===== src/rtl/opb_status_bank_simulink2ppc.sv =====
// OPB-mapped bank of N_CH status words (plain capture or sticky W1C) with a global freeze bit.
// Optional per-channel event counters are built when STATUS_EVT_CNT_EN is defined.
//
// state  | meaning
// S_IDLE | waiting for a select that hits the window
// S_ACK  | single acknowledge cycle; read data driven, write commits at its end
// S_HOLD | transfer done, waiting for the master to drop select
module opb_status_bank_simulink2ppc #(
  parameter logic [31:0] C_BASEADDR   = 32'h01089100,
  parameter logic [31:0] C_HIGHADDR   = 32'h010891FF,
  parameter int          C_OPB_AWIDTH = 32,
  parameter int          C_OPB_DWIDTH = 32,
  parameter int          N_CH         = 4,
  parameter logic [15:0] STICKY_MASK  = 16'h0000
) (
  input  logic                 OPB_Clk,
  input  logic                 OPB_Rst,
  input  logic [0:31]          OPB_ABus,
  input  logic [0:3]           OPB_BE,
  input  logic [0:31]          OPB_DBus,
  input  logic                 OPB_RNW,
  input  logic                 OPB_select,
  input  logic                 OPB_seqAddr,
  output logic [0:31]          Sl_DBus,
  output logic                 Sl_xferAck,
  output logic                 Sl_errAck,
  output logic                 Sl_retry,
  output logic                 Sl_toutSup,
  input  logic [N_CH*32-1:0]   user_data_in,
  input  logic [N_CH-1:0]      user_valid
);

  localparam logic [5:0] CTRL_WORD = 6'd32;
  localparam int         CNT_WORD0 = 16;

  typedef enum logic [1:0] {S_IDLE, S_ACK, S_HOLD} state_t;
  state_t state, next_state;

  logic [31:0]     abus, wdata, offset, be_mask, clr_mask, rd_mux, dbus_q;
  logic [3:0]      be_v;
  logic [5:0]      word, word_q;
  logic            hit, ld, wr_commit, rnw_q, xfer_ack_q, freeze;
  logic [N_CH-1:0] capture;
  logic [31:0]     ch_reg [N_CH];
  logic            unused_ok;

  assign abus     = OPB_ABus;
  assign wdata    = OPB_DBus;
  assign be_v     = OPB_BE;
  assign offset   = abus - C_BASEADDR;
  assign word     = offset[7:2];
  assign hit      = OPB_select && (abus >= C_BASEADDR) && (abus <= C_HIGHADDR);
  // be_v[3] is OPB_BE[0], which covers the most significant byte
  assign be_mask  = {{8{be_v[3]}}, {8{be_v[2]}}, {8{be_v[1]}}, {8{be_v[0]}}};
  assign clr_mask = wdata & be_mask;
  assign capture  = user_valid & {N_CH{~freeze}};

  assign Sl_DBus    = dbus_q;
  assign Sl_xferAck = xfer_ack_q;
  assign Sl_errAck  = 1'b0;
  assign Sl_retry   = 1'b0;
  assign Sl_toutSup = 1'b0;

  assign unused_ok = &{1'b0, OPB_seqAddr, offset[31:8], offset[1:0],
                       (C_OPB_AWIDTH == 32), (C_OPB_DWIDTH == 32)};

  always_ff @(posedge OPB_Clk) begin
    if (OPB_Rst) state <= S_IDLE;
    else         state <= next_state;
  end

  always_comb begin
    next_state = state;
    ld         = 1'b0;
    wr_commit  = 1'b0;
    case (state)
      S_IDLE: if (hit) begin
        next_state = S_ACK;
        ld         = 1'b1;
      end
      S_ACK: begin
        next_state = S_HOLD;
        wr_commit  = ~rnw_q;
      end
      S_HOLD: if (!OPB_select) next_state = S_IDLE;
      default: next_state = S_IDLE;
    endcase
  end

`ifdef STATUS_EVT_CNT_EN
  logic [15:0] evt_cnt [N_CH];
  logic [15:0] evt_nxt [N_CH];

  // a clear and a pulse in the same cycle leave the count at 1
  always_comb begin
    for (int i = 0; i < N_CH; i++) begin
      evt_nxt[i] = (wr_commit && word_q == 6'(CNT_WORD0 + i)) ? 16'h0000 : evt_cnt[i];
      if (capture[i] && evt_nxt[i] != 16'hFFFF) evt_nxt[i] = evt_nxt[i] + 16'd1;
    end
  end

  always_ff @(posedge OPB_Clk) begin
    for (int i = 0; i < N_CH; i++) begin
      if (OPB_Rst) evt_cnt[i] <= 16'h0000;
      else         evt_cnt[i] <= evt_nxt[i];
    end
  end
`endif

  always_comb begin
    rd_mux = 32'h0;
    for (int i = 0; i < N_CH; i++) begin
      if (word == 6'(i)) rd_mux = ch_reg[i];
`ifdef STATUS_EVT_CNT_EN
      if (word == 6'(CNT_WORD0 + i)) rd_mux = {16'h0000, evt_cnt[i]};
`endif
    end
    if (word == CTRL_WORD) rd_mux = {31'h0, freeze};
  end

  always_ff @(posedge OPB_Clk) begin
    if (OPB_Rst) begin
      rnw_q      <= 1'b0;
      word_q     <= 6'h0;
      xfer_ack_q <= 1'b0;
      dbus_q     <= 32'h0;
    end else begin
      xfer_ack_q <= ld;
      dbus_q     <= (ld && OPB_RNW) ? rd_mux : 32'h0;
      if (ld) begin
        rnw_q  <= OPB_RNW;
        word_q <= word;
      end
    end
  end

  // sticky: set from a same-cycle capture takes priority over the W1C clear
  always_ff @(posedge OPB_Clk) begin
    if (OPB_Rst) begin
      for (int i = 0; i < N_CH; i++) ch_reg[i] <= 32'h0;
      freeze <= 1'b0;
    end else begin
      for (int i = 0; i < N_CH; i++) begin
        if (STICKY_MASK[i])
          ch_reg[i] <= (ch_reg[i] & ~((wr_commit && word_q == 6'(i)) ? clr_mask : 32'h0))
                       | (capture[i] ? user_data_in[32*i +: 32] : 32'h0);
        else if (capture[i])
          ch_reg[i] <= user_data_in[32*i +: 32];
      end
      if (wr_commit && word_q == CTRL_WORD && be_v[0]) freeze <= wdata[0];
    end
  end

endmodule

===== config.mk =====
export PLATFORM = sky130hd
export DESIGN_NAME = opb_status_bank_simulink2ppc
export DESIGN_NICKNAME = d
export VERILOG_FILES = /design/src/rtl/opb_status_bank_simulink2ppc.sv
export SDC_FILE = /design/constraint.sdc
export NUM_CORES = 1
export LEC_CHECK = 0
export BUFFER_PORTS_ARGS = -buffer_cell sky130_fd_sc_hd__buf_2
export CAP_MARGIN = 5
export CORE_ASPECT_RATIO = 0.5
export CORE_MARGIN = 1.5
export CORE_UTILIZATION = 40
export CTS_CLUSTER_DIAMETER = 50
export DETAILED_ROUTE_END_ITERATION = 8
export PLACE_DENSITY = 0.66
export SLEW_MARGIN = 20
export SYNTH_ARGS = -nofsm -noshare
export SYNTH_HDL_FRONTEND = slang
export SYNTH_SLANG_ARGS = --single-unit
export TNS_END_PERCENT = 5

===== constraint.sdc =====
create_clock -name OPB_Clk -period 4.8 [get_ports OPB_Clk]
set_input_delay 0.24 -clock OPB_Clk [delete_from_list [all_inputs] [get_ports OPB_Clk]]
set_output_delay 0.24 -clock OPB_Clk [all_outputs]
set_load 0.02 [all_outputs]

=== Word level (Yosys, flattened, before mapping) ===
Memories as Yosys holds them, arrays and structs flattened.
Index checks and enable logic that the tools add are counted.

* Register bits: 43
* Memory bits (writable): 128
* Input bits: 205
* Output and inout port bits: 36
* Word-level logic and storage cells: 67
* Memories kept: 1

* Add/sub/neg operators: 1
* Order comparisons: 2
* Equality and inequality tests: 9
* Multiplexer cells: 29
* Bitwise operators: 8
* Reduce and logical (&&, ||, !) cells: 10

{| class="wikitable"
|+ Memory list
! memory !! words !! width !! read ports !! clocked after memory_dff !! wr ports !! line !! text
|-
| ch_reg || 4 || 32 || 4 || 0 || 4 || 44 || <nowiki>logic [31:0] ch_reg [N_CH];</nowiki>
|}

{| class="wikitable"
|+ Operators with widths
! kind !! count
|-
| 2-to-1 mux 32 bit || 8
|-
| >= comparator 32 x 25 -> 1 bit (second input constant) || 1
|-
| <= comparator 32 x 25 -> 1 bit (second input constant) || 1
|-
| 2-to-1 mux 1 bit || 18
|-
| equality test 6 x 2 -> 1 bit (second input constant) || 2
|-
| equality test 6 bit (second input constant) || 2
|-
| subtractor 8 x 1 -> 8 bit (second input constant) || 1
|-
| equality test 6 x 1 -> 1 bit (second input constant) || 1
|-
| zero test 6 bit || 1
|-
| case mux 2 bit (3 select lines) || 1
|-
| logical AND 1 bit || 5
|-
| AND 4 bit || 1
|-
| 2-to-1 mux 2 bit || 2
|-
| inequality test 2 bit (second input constant) || 2
|-
| bitwise OR 1 bit || 4
|-
| NOT 1 bit || 3
|-
| OR reduction 3 bit || 1
|-
| equality test 2 x 1 -> 1 bit (second input constant) || 1
|-
| equality test 2 bit (second input constant) || 1
|-
| zero test 2 bit || 1
|-
| AND reduction 2 bit || 1
|-
| OR reduction 2 bit || 1
|}

=== Depth between registers and ports, before layout ===
Gate-level depths: netlist of the first run.

* Word-level depth: 8
* Mapped depth: 6

=== Worst setup path after synthesis of the first run ===
No wires, ideal clock.

* Kind: in2reg
* From: input OPB_ABus[28] in the netlist's numbering
* To: register dbus_q[31] (netlist: Sl_DBus[0])
* Library setup time: 0.125 ns
* Arrival time: 1.609 ns
* Path slack: 3.066 ns
* Stages: 5
* Path buffers: 2
* Path through: clkbuf_1 -> clkbuf_1 -> mux2_2 -> a222oi_1 -> nor3_2

* Word-level cells in the longest chain between the ends: 8
* Elaborated cells between the ends (all ways): 19
* Those cells by class: add/sub: 1; order compare: 2; eq/ne: 4; mux: 6; bitwise: 1; reduce/logical: 5

{| class="wikitable"
|+ RTL lines
! item !! line !! text
|-
| from (decl) || 18 || <nowiki>input logic [0:31] OPB_ABus,</nowiki>
|-
| >= comparator 32 x 25 -> 1 bit || 52 || <nowiki>assign hit = OPB_select && (abus >= C_BASEADDR) && (abus <= C_HIGHADDR);</nowiki>
|-
| logical AND 1 bit (2 in a row) || 52 ||
|-
| 2-to-1 mux 1 bit || 77 || <nowiki>S_IDLE: if (hit) begin</nowiki>
|-
| 2-to-1 mux 1 bit || 76 || <nowiki>case (state)</nowiki>
|-
| logical AND 1 bit || 129 || <nowiki>dbus_q <= (ld && OPB_RNW) ? rd_mux : 32'h0;</nowiki>
|-
| NOT 1 bit (no source line) || - ||
|-
| OR reduction 3 bit (no source line) || - ||
|-
| to (signal assigned) || 129 ||
|-
| to (decl) || 39 || <nowiki>logic [31:0] abus, wdata, offset, be_mask, clr_mask, rd_mux, dbus_q;</nowiki>
|}

Several ways; a longest one is shown, not always the timed one.
A chain may end at the register's enable or synchronous reset.

=== Worst setup path in the final report of the first run ===
* From: register state[0]
* To: register dbus_q[1] (netlist: Sl_DBus[30])

* Word-level cells in the longest chain between the ends: 5

{| class="wikitable"
|+ RTL lines
! item !! line !! text
|-
| from (decl) || 37 || <nowiki>state_t state, next_state;</nowiki>
|-
| from (signal assigned) || 69 || <nowiki>else state <= next_state;</nowiki>
|-
| zero test 2 bit || 76 ||
|-
| 2-to-1 mux 1 bit || 76 ||
|-
| logical AND 1 bit || 129 ||
|-
| NOT 1 bit (no source line) || - ||
|-
| OR reduction 3 bit (no source line) || - ||
|}

Every way passes these cells.

==> results of run 1 <==
-- power by group through the flow --
stage | combinational (mW) | clock [mW] | sequential, mW
3_5_place_dp | 0.217 | 0 | 1.70
4_1_cts | 0.219 | 1.35 | 1.67
6_report | 0.218 | 1.34 | 1.67
5_1_grt | 0.237 | 1.41 | 1.67
3_3_place_gp | 0.211 | 0 | 1.70
2_1_floorplan | 0.106 | 0 | 1.70
-- synthesized netlist by cell type, types with 2 or more instances --
library cell / instances
buf_2: 6
nor4bb_1: 2
edfxtp_1: 128
nor2b_1: 2
nand2b_1: 7
mux2_2: 32
nand4b_1: 8
and3_1: 129
o21ai_0: 7
nor4_1: 5
nor3_2: 28
nor2_1: 5
buf_4: 3
buf_6: 3
dfxtp_1: 43
a21o_1: 4
a222oi_1: 31
clkbuf_1: 41
nor3_1: 3
-- critical path: stages (launching register included) --
cell and delay, ns:
dfxtp_1 0.33, nor4_1 0.24, and4_1 0.42, nand4b_4 0.70, nor3_1 0.40
-- metrics by stage --
stage          setup slack, ns  instance area, µm²
2_1_floorplan            3.066                7147
3_3_place_gp             2.165                8277
3_5_place_dp             2.190                8304
6_report                 2.600                8876
4_1_cts                  2.595                8876
5_1_grt                  2.414                8876
-- worst min-delay path by stage --
stage                 to          from  cells past startpoint  slack (ns)
6_report          freeze  OPB_DBus[31]                      3        0.07
3_3_place_gp   word_q[5]     word_q[5]                      2        0.46
3_5_place_dp   word_q[5]     word_q[5]                      2        0.46
5_1_grt           freeze  OPB_DBus[31]                      3        0.06
4_1_cts           freeze  OPB_DBus[31]                      3        0.07
2_1_floorplan     freeze  OPB_DBus[31]                      2        0.38
-- routing by layer --
layer,vias to the layer above,share of wire (%),wire [µm]
met5,-,0,0
met4,0,0.83,155
met3,12,5.2,982
met2,158,48,9012
met1,2453,46,8626
li1,2331,-,-
-- cell families after synthesis --
family,synth area share [%]
compound gates,5.363
buf+inv,3.470
flops,65.90
mux,5.503
other cells,0.05253
simple gates,19.72
-- area by class of cell --
type                            count  area, µm²  area share [%]
Sequential cell                   171       4705           53.00
Multi-Input combinational cell    279       2215           24.95
Timing Repair Buffer              209       1089           12.26
Clock buffer                       17      425.4           4.793
Tap cell                          234      292.8           3.299
Clock inverter                     15      146.4           1.649
Inverter                            1      3.754         0.04229
==> results.md, run 1 <==
* Iteration-0 DRC count of the detailed router at 565
* Max frequency at 0.4545 GHz
* Reg-to-Reg Start: state[0]
* CTS buffer count at 17
* Req. time, crit path at 5.11 ns
* Logic pwr share at 6.8%
* Hold buffer count at cts at 0
* Post-route clock period utilization at 45.84%
* Die Wd at 191.9 µm
* Max Cap Viol at 0
* Die height at 97.47 µm
* Global-route wire length before repair at 28.26 mm
* Largest net degree at the start of global routing at 59
* Mean cell area of the mapped netlist at 14.19 µm²
* EDFF count, synth at 128
* Cts repair resizes at 0
* Synth area leaders: edfxtp_1 54%, dfxtp_1 12%, and3_1 11%
* Commonest non-fill, non-tap cell in the layout: buf_2
* Kind of critical path: flip-flop to flip-flop
* Number of port buffers at 200
* Setup Viol. Count Final at 0
* Worst Tran Pin Value at 1.087 ns
* Reg clk slew, reported paths at 0.07 ns
* Initial Utilization at 41.03%
* Die area at 18710 µm²
* Setup TNS Final at 0 ns
* Global Route Usage Sum at 20.32%
* Max H-tree Level at 4
* Wire per inst at 20.28 µm
* Post-synthesis sequential area ratio at 65.90%
* Core Box Area at 17400 µm²
* P&R area growth vs syn at 24.33%
* Drt total wl at 18.78 mm
* Main synth FF type: edfxtp_1
* Tmin final at 2.200 ns
* Critical path peak fanout at 33
* Seq cells post-synth at 171
* HPWL Detailed at 11.66 mm
* Synthesized cell area at 7139 µm²
* Via count at 4954
* Clk_lat worst skew at 0.42 ns
* Cell Count, Final, Fillers Out at 926
* Min-Delay Path Class: primary input to flip-flop
* Fin util at 51.01%
* Lkg Pwr at 4.022 nW
* Worst R2R Path Depth at 4
* Clk_skew at 0.01078 ns
* Post-CTS Setup Inserts at 0
* Fin. max-slew vios at 0
* CTS root buffer: clkbuf_16
* Antenna Cells at 0
* Largest register FFs at 128
* Met3 Track Usage GR at 3.034%
* Crit path arrival time at 2.51 ns
* Gr ovfl total at 0
* Most frequent cells in the layout: 200 x buf_2, 129 x and3_1, 128 x edfxtp_1, 43 x dfxtp_1, 32 x mux2_2
* Max clock buf depth at 2
* Reg-to-Reg End: Sl_DBus[30]
* Fillers at 1548
* IO Pins at 241
* Post-synth top area cell: edfxtp_1
* Number of global-route vias before repair at 5054
* DRC viols at 0
* Antenna Nets Post-Route at 0
* Crit path to: Sl_DBus[30]
* Power Internal at 2.448 mW
* Psw at 774.5 µW
* Crit end category: flip-flop
* Share of cells above drive strength 1 at 44.94%
* Mapped Cells at 503
* Worst Setup SP: state[0]
* Peak supply drop at 243.3 µV
* # nets final at 884
* Clk sinks at 171
* Critical Path Source Type: flip-flop
* Seq pwr share at 51.8%
* Yosys warns at 0
* Post-synth top area share at 53.84%
* Tot Pwr at 3.222 mW
* Std-Cell Rows at 34
* Met1 Track Usage GR at 27.62%
* R2R setup slack at 2.60 ns
* Ys async rst share at 0%
* Pwr/cell area at 363.0 nW/µm²
* Global-route met2 utilization at 34.10%
* Hold Fails Final Rpt at 0
* Hold_ws at 0.07225 ns
* Drt via density at 5.350
* Clock network fraction of total power at 41.4%
* Sw Ratio at 24.04%
* Status: finished clean
* # placed instances at 894
* Slew HR at 27.47%
* Unique cell type count in the Yosys netlist at 35
* GR peak layer: met2
* Initial antenna violation count at 0
* GPL Wtd Cong at 0.7861
* RSZ-0062 raised after global routing: false
* DR pass1 iterations at 7
* CTS tree: done
Note: power is estimated with default switching activity, not from simulation.
==> run 2: changes to the inputs <==
- PLACE_DENSITY: 0.66 -> 0.68
- clock period: 4.8 -> 2.02 ns (I/O delays scaled with it)
==> run 2 against run 1 <==
Fmax up 18%. Sequential share of layout area down 4.2 points. Critical endpoint is now ch_reg[2][29]. First-iteration DRC count up 12%. Clock skew about the same.
==> results.md, run 2 (synthesis results as in run 1) <==
* Post-route clock period utilization at 92.25% (+46 points)
* Drt via density at 5.326 (-0.45%)
* CTS tree: done
* Setup TNS Final at 0 ns (unchanged)
* Antenna Nets Post-Route at 0 (unchanged)
* Wire per inst at 19.63 µm (-3.2%)
* Reg-to-Reg End: ch_reg[2][29]
* Critical path, cell by cell: nor2_4 > buf_12 > and3_1
* CTS buffer count at 17 (unchanged)
* Max frequency at 0.5366 GHz (+18%)
* Number of port buffers at 200 (unchanged)
* Reg-to-Reg Start: freeze
* Crit path to: ch_reg[2][29]
* Peak supply drop at 575.4 µV (+140%)
* RSZ-0062 raised after global routing: false
* # nets final at 957 (+8.3%)
* Tmin final at 1.863 ns (-0.3367 ns)
* Cts repair resizes at 0 (unchanged)
* Setup Viol. Count Final at 0 (unchanged)
* Post-CTS Setup Inserts at 0 (unchanged)
* Die area at 18710 µm² (unchanged)
* Iteration-0 DRC count of the detailed router at 632 (+12%)
* Lkg Pwr at 4.356 nW (+8.3%)
* Slew HR at 38.38% (+11 points)
* GPL Wtd Cong at 0.7840 (-0.27%)
* Clk_lat worst skew at 0.41 ns (about the same)
* Clk sinks at 171 (unchanged)
* Max Cap Viol at 0 (unchanged)
* Hold Fails Final Rpt at 0 (unchanged)
* Drt total wl at 19.63 mm (+4.5%)
* Reg clk slew, reported paths at 0.08 ns (about the same)
* Global-route wire length before repair at 29.81 mm (+5.5%)
* Share of cells above drive strength 1 at 42.22% (-2.7 points)
* Kind of critical path: flip-flop to flip-flop
* DR pass1 iterations at 5 (-2)
* Req. time, crit path at 2.30 ns (-2.81 ns)
* Initial antenna violation count at 1 (+1)
* Final worst slack at 0.1566 ns (-2.443 ns)
* HPWL Detailed at 12.57 mm (+7.8%)
* Worst R2R Path Depth at 3 (-1)
* Core Box Area at 17400 µm² (unchanged)
* Std-Cell Rows at 34 (unchanged)
* Most frequent cells in the layout: 200 x buf_2, 129 x and3_1, 128 x edfxtp_1, 59 x dlygate4sd3_1, 43 x dfxtp_1
* Initial Utilization at 41.03% (unchanged)
* Crit path arrival time at 2.14 ns (-0.37 ns)
* Fillers at 1437 (-7.2%)
* Max incr delay on CP at 0.72 ns (+0.02 ns)
* IO Pins at 241 (unchanged)
* DP Worst Slack at 0.1923 ns (-1.998 ns)
* Critical Path Source Type: flip-flop
* Worst Tran Pin Value at 0.9221 ns (-0.1647 ns)
* Crit end category: flip-flop
* Commonest non-fill, non-tap cell in the layout: buf_2
* R2R setup slack at 0.16 ns (-2.44 ns)
* Gr ovfl total at 0 (unchanged)
* Max clock buf depth at 2 (unchanged)
* Fin. max-slew vios at 0 (unchanged)
* Clk_skew at 0.01029 ns (-0.0004921 ns)
* Slowest CP cell: nor2_4
* Critical path peak fanout at 78 (+140%)
* DRC viols at 0 (unchanged)
* Via count at 5326 (+7.5%)
* Die Wd at 191.9 µm (unchanged)
* Cell depth of the worst setup path at 3 (-1)
* Status: finished clean
* Die height at 97.47 µm (unchanged)
* Crit-path leading delay family: simple AND/OR/NAND/NOR gates
* Largest net degree at the start of global routing at 79 (+34%)
* Largest register FFs at 128 (unchanged)
* P&R area growth vs syn at 35.07%
* Min-Delay Path Class: primary input to flip-flop
* CTS root buffer: clkbuf_16
* Number of global-route vias before repair at 5492 (+8.7%)
* CP bufs+invs at 1 (+1)
* Max H-tree Level at 4 (unchanged)
* Worst Setup SP: freeze
* Pwr/cell area at 816.4 nW/µm² (+120%)
* Global Route Usage Sum at 21.34% (+1.0 points)
## run 2: worst register-to-register path, stage by stage, from the launching register on
cell and delay [ns]:
dfxtp_1 0.38, nor2_4 0.72, buf_12 0.36, and3_1 0.26
## run 2: what timing repair did
action	in CTS	in global routing
hold buffers	56	3
hold endpoints to repair	56	3
setup endpoints to repair	0	3
## run 2: stage by stage
stage	cells	utilization (%)	instance area (µm²)	hold WS [ns]	power [mW]
final	1000	55.42	9643	0.007975	7.873
after global routing	1000	55.42	9643	0.0001494	8.118
after CTS	996	55.24	9610	0.0008265	7.917
after detailed placement	908	48.63	8461	0.3516	4.588
after global placement	908	48.63	8461	0.3393	4.574
after floorplan	505	-	7147	0.2449	4.285
## run 2: worst min path at each step
stage	start	end	slack (ns)	depth (start not counted)
after floorplan	OPB_DBus[31]	freeze	0.24	2
after global placement	OPB_DBus[31]	freeze	0.34	3
after detailed placement	OPB_DBus[31]	freeze	0.35	3
after CTS	user_data_in[67]	ch_reg[2][3]	0.0008	2
after global routing	user_data_in[59]	ch_reg[1][27]	0.0001	2
final	user_data_in[9]	ch_reg[0][9]	0.008	2
## run 2: layout make-up
class	instances	area [µm²]	share of cell area, %
Sequential cell	171	4705	48.79
Antenna cell	1	2.502	0.02595
Tap cell	234	292.8	3.036
Timing Repair Buffer	282	1839	19.07
Multi-Input combinational cell	279	2211	22.93
Inverter	1	3.754	0.03893
Clock inverter	15	163.9	1.700
Clock buffer	17	425.4	4.412
## run 2: power breakdown
| group | switching [mW] | internal (mW) | total (mW) |
|---|---|---|---|
| Combinational | 0.306 | 0.328 | 0.635 |
| Sequential | 0.0355 | 3.93 | 3.97 |
| Clock | 1.51 | 1.77 | 3.27 |
| Total | 1.85 | 6.03 | 7.87 |
## run 2: metal layers
layer,up-vias,global-route usage (%),wire length [µm]
met5,-,0,0
met4,0,8.413,392
met1,2623,28.43,8650
li1,2479,-,-
met3,31,3.431,1011
met2,193,34.93,9571
